<file path="src/rtl/seq_shifter.sv">
// Iterative shift/rotate unit: moves the operand one bit position per clock
// behind a start/busy/done handshake, mirroring the combinational shifter's semantics.
`timescale 1ns/1ps

module seq_shifter #(
    parameter int WIDTH = 8,
    parameter int NW    = 4
) (
    input  logic             clk,
    input  logic             rst,
    input  logic             start,
    input  logic [WIDTH-1:0] a,
    input  logic [NW-1:0]    n,
    input  logic             dir,
    input  logic             rot,
    output logic [WIDTH-1:0] y,
    output logic             busy,
    output logic             done
);

    localparam int            CW      = NW + 1;
    localparam logic [CW-1:0] WIDTH_C = CW'(WIDTH);
    localparam logic [CW-1:0] MASK_C  = CW'(WIDTH - 1);

    typedef enum logic [1:0] {
        IDLE,
        RUN,
        DONE
    } state_t;

    state_t           state_q, state_d;
    logic [WIDTH-1:0] sreg_q, sreg_d;
    logic [CW-1:0]    cnt_q, cnt_d;
    logic             dir_q, dir_d;
    logic             rot_q, rot_d;
    logic [WIDTH-1:0] y_q, y_d;
    logic             busy_q, busy_d;
    logic             done_q, done_d;

    logic [CW-1:0]    n_ext;
    logic [CW-1:0]    k;
    logic [WIDTH-1:0] step;

    // Rotation is periodic in WIDTH; a logical shift saturates at WIDTH (all zeros).
    always_comb begin
        n_ext = {1'b0, n};
        if (rot) begin
            k = n_ext & MASK_C;
        end else begin
            k = (n_ext >= WIDTH_C) ? WIDTH_C : n_ext;
        end
    end

    always_comb begin
        if (dir_q) begin
            step = {sreg_q[WIDTH-2:0], rot_q ? sreg_q[WIDTH-1] : 1'b0};
        end else begin
            step = {rot_q ? sreg_q[0] : 1'b0, sreg_q[WIDTH-1:1]};
        end
    end

    always_comb begin
        // NOTE: every next-state value gets a default first, so no path through the case infers a latch.
        state_d = state_q;
        sreg_d  = sreg_q;
        cnt_d   = cnt_q;
        dir_d   = dir_q;
        rot_d   = rot_q;
        y_d     = y_q;
        done_d  = 1'b0;

        case (state_q)
            IDLE: begin
                if (start) begin
                    sreg_d  = a;
                    dir_d   = dir;
                    rot_d   = rot;
                    cnt_d   = k;
                    state_d = RUN;
                end
            end
            RUN: begin
                if (cnt_q != '0) begin
                    sreg_d = step;
                    cnt_d  = cnt_q - CW'(1);
                end else begin
                    y_d     = sreg_q;
                    done_d  = 1'b1;
                    state_d = DONE;
                end
            end
            DONE:    state_d = IDLE;
            default: state_d = IDLE;
        endcase

        busy_d = (state_d != IDLE);
    end

    always_ff @(posedge clk) begin
        // NOTE: state registers use non-blocking assignments so every flop samples pre-edge values.
        if (rst) begin
            state_q <= IDLE;
            sreg_q  <= '0;
            cnt_q   <= '0;
            dir_q   <= 1'b0;
            rot_q   <= 1'b0;
            y_q     <= '0;
            busy_q  <= 1'b0;
            done_q  <= 1'b0;
        end else begin
            state_q <= state_d;
            sreg_q  <= sreg_d;
            cnt_q   <= cnt_d;
            dir_q   <= dir_d;
            rot_q   <= rot_d;
            y_q     <= y_d;
            busy_q  <= busy_d;
            done_q  <= done_d;
        end
    end

    assign y    = y_q;
    assign busy = busy_q;
    assign done = done_q;

endmodule
</file>
<file path="config.mk">
export PLATFORM = sky130hd
export DESIGN_NAME = seq_shifter
export DESIGN_NICKNAME = d
export VERILOG_FILES = /design/src/rtl/seq_shifter.sv
export SDC_FILE = /design/constraint.sdc
export NUM_CORES = 1
export LEC_CHECK = 0
export BUFFER_PORTS_ARGS = -buffer_cell sky130_fd_sc_hd__buf_2
export CAP_MARGIN = 10
export CORE_MARGIN = 1
export CORE_UTILIZATION = 30
export DETAILED_ROUTE_END_ITERATION = 8
export PLACE_DENSITY_LB_ADDON = 0.05
export SLEW_MARGIN = 20
export SYNTH_ARGS = -nofsm -noshare
export SYNTH_HDL_FRONTEND = slang
export SYNTH_SLANG_ARGS = --single-unit
</file>
<file path="constraint.sdc">
create_clock -name clk -period 1.45 [get_ports clk]
set_input_delay 0.29 -clock clk [delete_from_list [all_inputs] [get_ports clk]]
set_output_delay 0.29 -clock clk [all_outputs]
set_load 0.02 [all_outputs]
</file>
==> flow_metrics.tcl <==
set metrics [dict create \
    design_area_mm2 0.00170 \
    combPwrFrac 0.416 \
    ys_top_cells_by_area "dfxtp_1 42%, nand2_1 7.3%, a21oi_1 7.0%" \
    grt_pass1_vias 1123 \
    fin_crit_sh 1.02 \
    wl_per_cell_um 13.5 \
    yosysTopAreaCellShare 0.419 \
    r2r_slack_ns -0.03 \
    timing.fmax_mhz 677 \
    cts_tree "yes" \
    skew_ns 0.00745 \
    vias 1128 \
    gp_congestion 0.773 \
    crit_required_ns 1.64 \
    timing.final.ws_setup_ns -0.0270 \
    ctsLongestPathBuffers 2 \
    switchingPower_mw 0.814 \
    clk_latency_ns 0.27 \
    place_area_mm2 0.00150 \
    portBuffers 26 \
    period_minus_slack_ns 1.48 \
    core_area_mm2 0.00406 \
    violations "setup timing" \
    worst_pin_slew_ns 0.523 \
    syn_inst 149 \
    power.share.clock 0.187 \
    synth_edf_count 0 \
    diodes 0 \
    grt_max_degree 29 \
    switching_share 0.346 \
    syn2layout_area_growth_pct 32.0 \
    cp_max_fo 4 \
    routed_wl_mm 3.18 \
    yosysSeqAreaShare 0.419 \
    synth_nets 167 \
    yosys_warnings 0 \
    final_nets 204 \
    cts_max_level 1 \
    status "finished, violations left" \
    drc 0 \
    cts_buffers 3 \
    die_h_um 67.6 \
    final_max_slew_viol_count 0 \
    setup_violations 1 \
    postRouteAntennaNets 0 \
    syn_area_mm2 0.00129 \
    power.internal_mw 1.54 \
    drive_gt1_frac 0.357 \
    cp-start-kind "flip-flop" \
    start_util 0.318 \
    seq_power_share 0.397 \
    cts_root_buf "clkbuf_8" \
    rsz0062_at_grt "true" \
    track_usage 0.159 \
    ys_async_sr_fraction 0 \
    synth_ff_type "dfxtp_1" \
    die_x_um 67.6 \
    first_pass_iters 4 \
    setup.worst_path.end_class "flip-flop" \
    cap_violations 0 \
    maxSlewHeadroom 0.651 \
    cts.sink_count 27 \
    ir_worst_vdd_v 0.000393 \
    antenna_found_initial 0 \
    tns_ns -0.0270 \
    avgSynthCellArea_um2 8.67 \
    ios 27 \
    grt_overflow 0 \
    die_area_mm2 0.00457 \
    yosys_register_bits 27 \
    yosysTopAreaCell "dfxtp_1" \
    synth.distinct_cells 31 \
    dp_hpwl_mm 2.11 \
    clkTransAtPathRegs_ns 0.10 \
    hold_buffers 0 \
    criticalPathCategory "reg2reg" \
    rows 23 \
    slowest_stage "dfxtp_2" \
    hold_viol 0 \
    power_density_mw_per_mm2 1380 \
    drt_iter0_drc 56 \
    cpPeakStageDelay_ns 0.36 \
    hold_path.class "in2reg" \
    cp_cell_sequence "inv_4 -> ha_4 -> nor4b_4 -> buf_4 -> a21oi_4 -> buf_6 -> nand4_1 -> a31oi_1" \
    arrival_ns 1.67 \
    p_leak_nw 0.691 \
    grt_pass1_wl_mm 5.35 \
    avgViaCountPerCell 4.80 \
]
==> Yosys cell counts, types with 2 or more instances <==
master and number:
nand3_1 11, clkbuf_1 2, o211ai_1 9, inv_1 3, a21oi_1 18, nand2b_1 4
nor2_1 11, mux2i_1 9, dfxtp_1 27, o21ai_0 4, buf_2 2, buf_6 6
nand2_1 25
==> through the flow <==
step | cells | setup WS (ns) | util | total power [mW] | hold slack (ns)
4_1_cts | 235 | 0.00167 | 0.406 | 2.29 | 0.241
6_report | 235 | -0.0270 | 0.420 | 2.35 | 0.244
2_1_floorplan | 149 | 0.0521 | - | 1.46 | 0.437
3_3_place_gp | 224 | -0.0798 | 0.371 | 1.68 | 0.442
3_5_place_dp | 224 | -0.0992 | 0.371 | 1.68 | 0.449
5_1_grt | 235 | -0.131 | 0.420 | 2.53 | 0.278
==> worst max-delay path: cells and delay by family, from the launching register on <==
kind                     cells  cell delay [ns]
adder cells (fa/ha/maj)      1             0.15
AO/OA/AOI/OAI                2             0.33
flip-flops                   1             0.36
AND/OR/NAND/NOR              2             0.21
buffers and inverters        3             0.35
==> cell usage in the layout (no fill, tap or decap), types with 9 or more instances in the layout <==
| cell | n |
|---|---|
| buf_2 | 26 |
| dfxtp_1 | 25 |
| nand2_1 | 24 |
| a21oi_1 | 16 |
| nor2_1 | 11 |
| nand3_1 | 10 |
| buf_4 | 10 |
| mux2i_1 | 9 |
| o211ai_1 | 9 |
==> final timing paths <==
| path | startpoint | end | cells after the start |
|---|---|---|---|
| max | cnt_q[0] | cnt_q[0] | 8 |
| min reg2reg | y[7] | y[7] | 2 |
| min | dir | dir_q | 3 |
| max reg2reg | cnt_q[0] | cnt_q[0] | 8 |
==> state kept, by name, indices dropped and copies added, names as in the netlist <==
signal / count
dir_q: 1
done: 1
cnt_q: 5
y: 8
busy: 1
sreg_q: 8
rot_q: 1
state_q: 2
==> what timing repair did <==
action / in CTS / in global routing
buffers inserted: 7 / 0
gates resized for setup: 10 / 17
setup endpoints to repair: 23 / 23
pin swaps: 5 / 15
cloned: 1 / 0
==> power by group through the flow <==
| stage | logic (mW) | clock network (mW) | registers [mW] |
|---|---|---|---|
| after floorplan | 0.530 | 0 | 0.934 |
| after global placement | 0.741 | 0 | 0.941 |
| after detailed placement | 0.740 | 0 | 0.943 |
| after CTS | 0.897 | 0.464 | 0.932 |
| after global routing | 1.08 | 0.502 | 0.949 |
| final | 0.978 | 0.440 | 0.936 |
==> layer usage <==
layer	vias up	GRT usage	wire length [µm]
li1	591	-	-
met3	2	0.0321	118
met2	23	0.244	1390
met5	-	0	0
met1	512	0.222	1650
met4	0	0.0479	26
==> cell type report <==
cell class,count,area [µm²]
clock inverters,1,5.00
multi-input cells,108,716
clock buffers,3,41.3
flip-flops and latches,27,543
inverters,3,13.8
well taps,50,62.6
fillers,421,2350
repair buffers,43,323
==> cells by family after synthesis <==
logic type	Yosys count	synth area share
and+or+nand+nor	60	0.225
AOI/OAI and AO/OA	38	0.197
DFF	27	0.419
buffers and inverters	14	0.0804
muxes	9	0.0698
adders and majority gates	1	0.00969
Power figures use the tool's default switching activity.
